$ cat src/rtl/mem_bridge_if.sv
// mem_bridge_pkg / mem_bridge_if
// Common bus types for the uncached memory bridge, and the interface that
// bundles the bridge's CPU-side and cache-bus-side struct ports.
//   ireq/iresp : instruction bus request/response
//   dreq/dresp : data bus request/response
//   creq/cresp : cache-bus (cbus) request/response
// Modports:
//   slave  - the bridge (consumes ireq/dreq/cresp, produces iresp/dresp/creq)
//   master - the environment driving CPU requests and memory responses
package mem_bridge_pkg;

  typedef logic [63:0] addr_t;
  typedef logic [63:0] word_t;
  typedef logic [31:0] u32_t;
  typedef logic [7:0]  strobe_t;

  typedef enum logic [2:0] {
    MSIZE1 = 3'd0,
    MSIZE2 = 3'd1,
    MSIZE4 = 3'd2,
    MSIZE8 = 3'd3
  } msize_t;

  typedef enum logic [3:0] {
    MLEN1  = 4'd0,
    MLEN2  = 4'd1,
    MLEN4  = 4'd3,
    MLEN8  = 4'd7,
    MLEN16 = 4'd15
  } mlen_t;

  typedef enum logic [1:0] {
    AXI_BURST_FIXED = 2'd0,
    AXI_BURST_INCR  = 2'd1,
    AXI_BURST_WRAP  = 2'd2
  } axi_burst_t;

  typedef struct packed {
    logic  valid;
    addr_t addr;
  } ibus_req_t;

  typedef struct packed {
    logic addr_ok;
    logic data_ok;
    u32_t data;
  } ibus_resp_t;

  typedef struct packed {
    logic    valid;
    addr_t   addr;
    msize_t  size;
    strobe_t strobe;
    word_t   data;
  } dbus_req_t;

  typedef struct packed {
    logic  addr_ok;
    logic  data_ok;
    word_t data;
  } dbus_resp_t;

  typedef struct packed {
    logic       valid;
    logic       is_write;
    msize_t     size;
    addr_t      addr;
    strobe_t    strobe;
    word_t      data;
    mlen_t      len;
    axi_burst_t burst;
  } cbus_req_t;

  typedef struct packed {
    logic  ready;
    logic  last;
    word_t data;
  } cbus_resp_t;

endpackage

interface mem_bridge_if;
  import mem_bridge_pkg::*;

  ibus_req_t  ireq;
  ibus_resp_t iresp;
  dbus_req_t  dreq;
  dbus_resp_t dresp;
  cbus_req_t  creq;
  cbus_resp_t cresp;

  modport slave  (input ireq, dreq, cresp, output iresp, dresp, creq);
  modport master (output ireq, dreq, cresp, input iresp, dresp, creq);

endinterface

$ cat src/rtl/mem_bridge.sv
// mem_bridge
// Uncached bridge: arbitrates one ibus and one dbus request onto a single-beat
// cbus transaction and returns the result on the originating bus.
// Ports:
//   clk     - single clock, rising edge
//   reset_n - asynchronous active-low reset
//   bus     - mem_bridge_if.slave carrying ireq/iresp, dreq/dresp, creq/cresp
// Build option:
//   MEM_BRIDGE_RR_ARB_EN - defined: round-robin between ibus and dbus when both
//                          are valid; undefined: dbus has fixed priority.
module mem_bridge
  import mem_bridge_pkg::*;
(
  input  logic         clk,
  input  logic         reset_n,
  mem_bridge_if.slave  bus
);

  typedef enum logic [1:0] {
    S_IDLE = 2'd0,
    S_REQ  = 2'd1,
    S_DONE = 2'd2
  } state_t;

  state_t    state_q, state_d;
  logic      grant_q, grant_d;   // 0 = ibus, 1 = dbus
  dbus_req_t req_q,   req_d;
  word_t     rdata_q, rdata_d;

  logic      pick_dbus;
  dbus_req_t ireq_mapped;

  // Instruction fetches travel as 4-byte reads in the dbus request format.
  always_comb begin
    ireq_mapped        = '0;
    ireq_mapped.valid  = bus.ireq.valid;
    ireq_mapped.addr   = bus.ireq.addr;
    ireq_mapped.size   = MSIZE4;
    ireq_mapped.strobe = '0;
    ireq_mapped.data   = '0;
  end

  always_comb begin
    pick_dbus = bus.dreq.valid;
`ifdef MEM_BRIDGE_RR_ARB_EN
    // On contention the bus not served last time wins.
    if (bus.ireq.valid && bus.dreq.valid) begin
      pick_dbus = ~grant_q;
    end
`endif
  end

  always_comb begin
    state_d = state_q;
    grant_d = grant_q;
    req_d   = req_q;
    rdata_d = rdata_q;
    unique case (state_q)
      S_IDLE: begin
        if (bus.ireq.valid || bus.dreq.valid) begin
          grant_d = pick_dbus;
          req_d   = pick_dbus ? bus.dreq : ireq_mapped;
          state_d = S_REQ;
        end
      end
      S_REQ: begin
        // ready without last is not a completion and is ignored.
        if (bus.cresp.ready && bus.cresp.last) begin
          rdata_d = bus.cresp.data;
          state_d = S_DONE;
        end
      end
      S_DONE: begin
        state_d = S_IDLE;
      end
      default: begin
        state_d = S_IDLE;
      end
    endcase
  end

  always_ff @(posedge clk or negedge reset_n) begin
    if (!reset_n) begin
      state_q <= S_IDLE;
      grant_q <= 1'b0;
      req_q   <= '0;
      rdata_q <= '0;
    end else begin
      state_q <= state_d;
      grant_q <= grant_d;
      req_q   <= req_d;
      rdata_q <= rdata_d;
    end
  end

  // All outputs decode registered state only; reset clears them immediately.
  always_comb begin
    bus.creq  = '0;
    bus.iresp = '0;
    bus.dresp = '0;
    if (state_q == S_REQ) begin
      // req_q is only ever latched from a valid request, so this is 1 here.
      bus.creq.valid    = req_q.valid;
      bus.creq.is_write = |req_q.strobe;
      bus.creq.size     = req_q.size;
      bus.creq.addr     = req_q.addr;
      bus.creq.strobe   = req_q.strobe;
      bus.creq.data     = req_q.data;
      bus.creq.len      = MLEN1;
      bus.creq.burst    = AXI_BURST_FIXED;
    end
    if (state_q == S_DONE) begin
      if (grant_q) begin
        bus.dresp.addr_ok = 1'b1;
        bus.dresp.data_ok = 1'b1;
        bus.dresp.data    = rdata_q;
      end else begin
        bus.iresp.addr_ok = 1'b1;
        bus.iresp.data_ok = 1'b1;
        bus.iresp.data    = req_q.addr[2] ? rdata_q[63:32] : rdata_q[31:0];
      end
    end
  end

endmodule

$ cat src/flat_wrapper.sv
// flat-port wrapper written by rule: the top's interface ports become plain ports
module mem_bridge_flat import mem_bridge_pkg::*;
  (clk, reset_n, bus_ireq, bus_dreq, bus_cresp, bus_iresp, bus_dresp, bus_creq);
  mem_bridge_if bus_i ();
  input  logic clk;
  input  logic reset_n;
  input wire logic [$bits(bus_i.ireq)-1:0] bus_ireq;
  input wire logic [$bits(bus_i.dreq)-1:0] bus_dreq;
  input wire logic [$bits(bus_i.cresp)-1:0] bus_cresp;
  output wire logic [$bits(bus_i.iresp)-1:0] bus_iresp;
  output wire logic [$bits(bus_i.dresp)-1:0] bus_dresp;
  output wire logic [$bits(bus_i.creq)-1:0] bus_creq;
  assign bus_i.ireq = bus_ireq;
  assign bus_i.dreq = bus_dreq;
  assign bus_i.cresp = bus_cresp;
  assign bus_iresp = bus_i.iresp;
  assign bus_dresp = bus_i.dresp;
  assign bus_creq = bus_i.creq;
  mem_bridge u_core (.clk(clk), .reset_n(reset_n), .bus(bus_i));
endmodule
$ cat config.mk
export PLATFORM = sky130hd
export DESIGN_NAME = mem_bridge_flat
export DESIGN_NICKNAME = d
export VERILOG_FILES = /design/src/rtl/mem_bridge_if.sv /design/src/rtl/mem_bridge.sv /design/src/flat_wrapper.sv
export SDC_FILE = /design/constraint.sdc
export NUM_CORES = 1
export LEC_CHECK = 0
export ABC_AREA = 1
export CAP_MARGIN = 20
export CORE_AREA = 3 3 204 206
export CTS_CLUSTER_SIZE = 10
export DETAILED_ROUTE_END_ITERATION = 10
export DIE_AREA = 0 0 207 209
export DONT_BUFFER_PORTS = 1
export MAX_ROUTING_LAYER = met4
export PLACE_DENSITY = 0.38
export SLEW_MARGIN = 20
export SYNTH_ARGS = -nofsm -noshare
export SYNTH_HDL_FRONTEND = slang
export SYNTH_SLANG_ARGS = --single-unit
$ cat constraint.sdc
create_clock -name clk -period 1.4 [get_ports clk]
set_input_delay 0.28 -clock clk [delete_from_list [all_inputs] [get_ports clk]]
set_output_delay 0.28 -clock clk [all_outputs]
set_load 0.005 [all_outputs]
; Word-level counts from Yosys, hierarchy flattened
; Index checks and enable logic that the tools add are counted.
[totals]
elab_cells = 29
output_inout_bits = 247
inputBits = 273
regBits = 207
[classes]
eq_ne = 4
n_reduce_logical = 7
mux = 10
[ops]
columns = op, n
row1 = 147-bit two-way mux, 1
row2 = 140-bit two-way mux, 1
row3 = 66-bit two-way mux, 2
row4 = 34-bit two-way mux, 2
row5 = 32-bit two-way mux, 1
row6 = 8-bit OR reduction, 1
row7 = 2-bit AND reduction, 3
row8 = 2-bit two-way mux, 2
row9 = "2-bit by 1-bit != test with 1-bit output, second input constant", 2
row10 = 2-bit one-hot mux with 2 select lines, 1
row11 = "2-bit by 1-bit == test with 1-bit output, second input constant", 1
row12 = "2-bit == test, second input constant", 1
row13 = 2-bit logical NOT, 1
row14 = 1-bit logical AND, 1
row15 = 1-bit logical OR, 1

; Depth between registers and ports, before layout
[logic_depth]
word_depth = 3
ltp_mapped = 8
mapped_depth_nobuf = 5

; Worst setup path after synthesis
; Ideal clock, no wire load.
[synth_timing]
kind = reg2out
startpoint = reg u_core.state_q[0]
endpoint = out bus_iresp[33]
required_time_ns = 1.120
arrival_time_ns = 1.115
path_buffers = 2
stages_incl_launch_ff = 6
setup_slack_ns = 0.005
path_cell_list = dfrtp_1 inv_1 nand3_1 clkbuf_1 inv_1 buf_4
[synth_via]
elab_chain_cells = 2
[synth_rtl]
columns = element, line
row1 = start: declaration, mem_bridge.sv:25  ; state_t state_q, state_d;
row2 = start signal: assignment, mem_bridge.sv:89  ; state_q <= state_d;
row3 = 2-bit == test, mem_bridge.sv:112  ; if (state_q == S_DONE) begin
row4 = 34-bit two-way mux, mem_bridge.sv:112
row5 = end: declaration, flat_wrapper.sv:10  ; output wire logic [$bits(bus_i.iresp)-1:0] bus_iresp;
; No other way between the ends.

; Final worst setup path
[layout_timing]
startpoint = reg u_core.state_q[1]
endpoint = out bus_creq[111]
[layout_via]
elab_chain_cells = 2
[layout_rtl]
columns = element, line
row1 = 2-bit by 1-bit == test with 1-bit output, mem_bridge.sv:101  ; if (state_q == S_REQ) begin
row2 = 147-bit two-way mux, mem_bridge.sv:101
row3 = end: declaration, flat_wrapper.sv:12  ; output wire logic [$bits(bus_i.creq)-1:0] bus_creq;
; No other way between the ends.

==> reports/metrics.csv <==
stage,metric,value,unit
power,clock share of power,18.6,%
clocking,Clock transition at path regs,60,ps
clocking,root buffer cell,clkbuf_16,
critical_path,crit path DAT,1680,ps
power,P_leak,8.50,nW
critical_path,R2R setup slack,-200,ps
placement,I/O Buffers,0,
timing,final setup fails,448,
critical_path,CP peak stage delay,450,ps
synth,Yosys top cell by area,dfrtp_1,
power,Sw Share,43.4,%
timing,Fin Hold WS,-556,ps
critical_path,"Max FO, Critical Path",8,
critical_path,CP Capture Type,primary output,
route,routed len/inst,19.1,um
route,vias,11351,
route,post-route ant nets,0,
clocking,TritonCTS buffer count,27,
clocking,clk_lat worst skew,540,ps
timing,worst-margin pin slew,639,ps
synth,Synth top area share,47.0,%
synth,synth warn,0,
critical_path,Crit Reg-Reg Startpoint,u_core.state_q[1],
clocking,H-tree Lvls,1,
timing,Final min period,1960,ps
status,failing checks,"hold timing, setup timing",
timing,Tcrit/Tclk final,140,%
power,Pwr Density,1970,mW/mm^2
synth,"Seq/Total Area, Yosys",47.0,%
power,Int Pwr,20.1,mW
power,VDD IR max,868,uV
global_route,largest net degree at the start of global routing,208,
worst_hold_path,Hold Crit Class,in -> async,
route,First-pass DRT Iterations,5,
route,Total Routed Length,47300,um
route,Remaining DRCs,0,
critical_path,Required @ worst endpoint,1120,ps
synth,number of synthesized flops with an enable pin,0,
timing,TNS Setup,-145420,ps
critical_path,Reg2Reg Depth,8,
clocking,clock sink count,207,
floorplan,core area,0.0398,mm^2
floorplan,Initial Util,27.7,%
critical_path,CP cell instances,inv_4 -> nand2_8 -> buf_12 -> clkbuf_16 -> nor2_4,
clocking,cts hold-fix bufs,225,
global_route,number of global-route vias before repair,11409,
final_layout,P&R area growth vs syn,63.5,%
timing,clock skew,7.28,ps
floorplan,Die Span Y,209,um
placement,DP HPWL,28900,um
timing,fin worst setup slack,-561,ps
timing,Rel. slew slack,57.2,%
power,Reg power frac,29.6,%
critical_path,Worst path top cell family by delay,buffers and inverters,
final_layout,layout cell share with drive strength beyond 1,21.6,%
floorplan,# rows,73,
final_layout,Finished Core Util,45.2,%
global_route,total track usage,19.4,%
floorplan,die area,0.0433,mm^2
synth,Mapped Avg Cell Area,6.65,um^2
synth,Cells after Synth,1658,
flow_run,Max-cap violations,0,
synth,Post-Synthesis Cell Area,0.0110,mm^2
timing,RSZ-0062 raised after global routing,true,
critical_path,R2R Path End,u_core.rdata_q[4],
synth,ys flop type,dfrtp_1,
critical_path,"Buf+Inv Stages, Crit Path",3,
placement,pre-CTS WS,-73.7,ps
synth,Yosys cell types,15,
synth,Area contributors post-synth,"dfrtp_1 (47%), nand2_1 (25%), nor2_1 (7.3%), inv_1 (7.1%), nand3_1 (3.5%)",
clocking,TritonCTS clock tree,yes,
critical_path,Startpoint Class,register,
status,outcome,finished with violations,
synth,most frequent cells after synthesis,"nand2_1 (739), nor2_1 (215), inv_1 (209)",
floorplan,Die X-Extent,207,um
power,P_sw,15.4,mW
synth,most frequent cell after synthesis,nand2_1,
timing,fin. max-slew vios,0,
clocking,clk buf depth,3,
route,post-DR vias/cell,4.59,
synth,Post-synth ARST share,100,%
power,combinational power share,51.8,%
floorplan,io pins,520,
critical_path,Crit-path slowest cell,dfrtp_2,
timing,Fin. Hold Viols,210,
route,starting DRC count in detailed routing,704,
synth,"FF+latch count, synth",207,
global_route,first-pass GRT wire length,66100,um
timing,FMAX,0.510,GHz
critical_path,Setup CP Type,reg -> out,
global_route,grt ovf,0,
placement,RePlAce Congestion,0.822,
global_route,initial antenna violation count,3,
final_layout,fin nets,2202,
-- cell families (layout without fill, tap and decap cells) --
kind of cell	Yosys count	count (layout)	synth area share, %
AOI/OAI and AO/OA	97	97	4.44
buffers and inverters	322	604	12.5
DFF	207	207	47.0
other	1	9	0.0340
and+or+nand+nor	1031	1031	36.0
-- area by class of cell --
type	count	area, um^2
antenna	3	7.51
clock buffer	41	798
clock inverter	4	27.5
fill	3971	21800
inverter	209	790
multi-input combinational	1134	6300
sequential	207	5180
tap	525	657
timing repair buffer	350	4260
-- sequential cells by signal (all words and copies together) (netlist names) --
signal,cells
u_core.req_q,140
u_core.rdata_q,64
u_core.state_q,2
u_core.grant_q,1
-- placed cells by master (no fill, tap or decap), drive strengths merged --
cell,n
clkinv,3
nand4,1
a21oi,32
diode,3
buf,100
nand3,76
nor2,215
dfrtp,207
dlygate4sd3,225
o21ai,65
clkbuf,66
inv,210
conb,6
nand2,739
-- metrics by stage --
stage / area (um^2) / hold slack, ps / power [mW] / instances
2_1_floorplan: 11000 / -15.6 / 17.2 / 1663
3_3_place_gp: 11900 / -8.92 / 21.2 / 2149
3_5_place_dp: 11900 / -8.59 / 21.2 / 2149
4_1_cts: 15700 / -597 / 30.1 / 2425
5_1_grt: 18000 / -589 / 37.9 / 2473
6_report: 18000 / -556 / 35.5 / 2473
-- how the worst max path moves through the flow --
stage                 startpoint                 end  slack [ps]  depth (start not counted)
4_1_cts        u_core.state_q[0]       bus_creq[120]        -590                          5
5_1_grt        u_core.state_q[0]        bus_dresp[3]        -630                          6
3_5_place_dp   u_core.state_q[1]  u_core.rdata_q[40]         -70                          7
6_report       u_core.state_q[1]       bus_creq[111]        -560                          5
3_3_place_gp   u_core.state_q[1]       bus_creq[130]         -90                          5
2_1_floorplan  u_core.state_q[0]       bus_iresp[33]           5                          5
-- routing by layer --
layer  vias to the layer above  GRT usage [%]  share of wire [%]
li1                       5425              -                  -
met1                      5444           24.2                 42
met2                       411           32.5                 50
met3                        71           3.84                5.8
met4                         0           4.92                2.7
met5                         -              -                  0
-- power groups by stage --
| stage | Clock (mW) | Sequential, mW | Combinational (mW) |
|---|---|---|---|
| 6_report | 6.60 | 10.5 | 18.4 |
| 4_1_cts | 6.88 | 10.4 | 12.8 |
| 3_3_place_gp | 0 | 10.5 | 10.7 |
| 3_5_place_dp | 0 | 10.5 | 10.7 |
| 2_1_floorplan | 0 | 9.93 | 7.22 |
| 5_1_grt | 7.04 | 10.8 | 20.0 |
-- what timing repair did --
action | CTS | global route
cloned | 4 | 30
endpoints found under the setup margin | 268 | 445
hold endpoints to repair | 401 | 278
setup buffers | 2 | 15
resized for setup | 182 | 361
pin swaps | 3 | 16
Power figures use the tool's default switching activity.
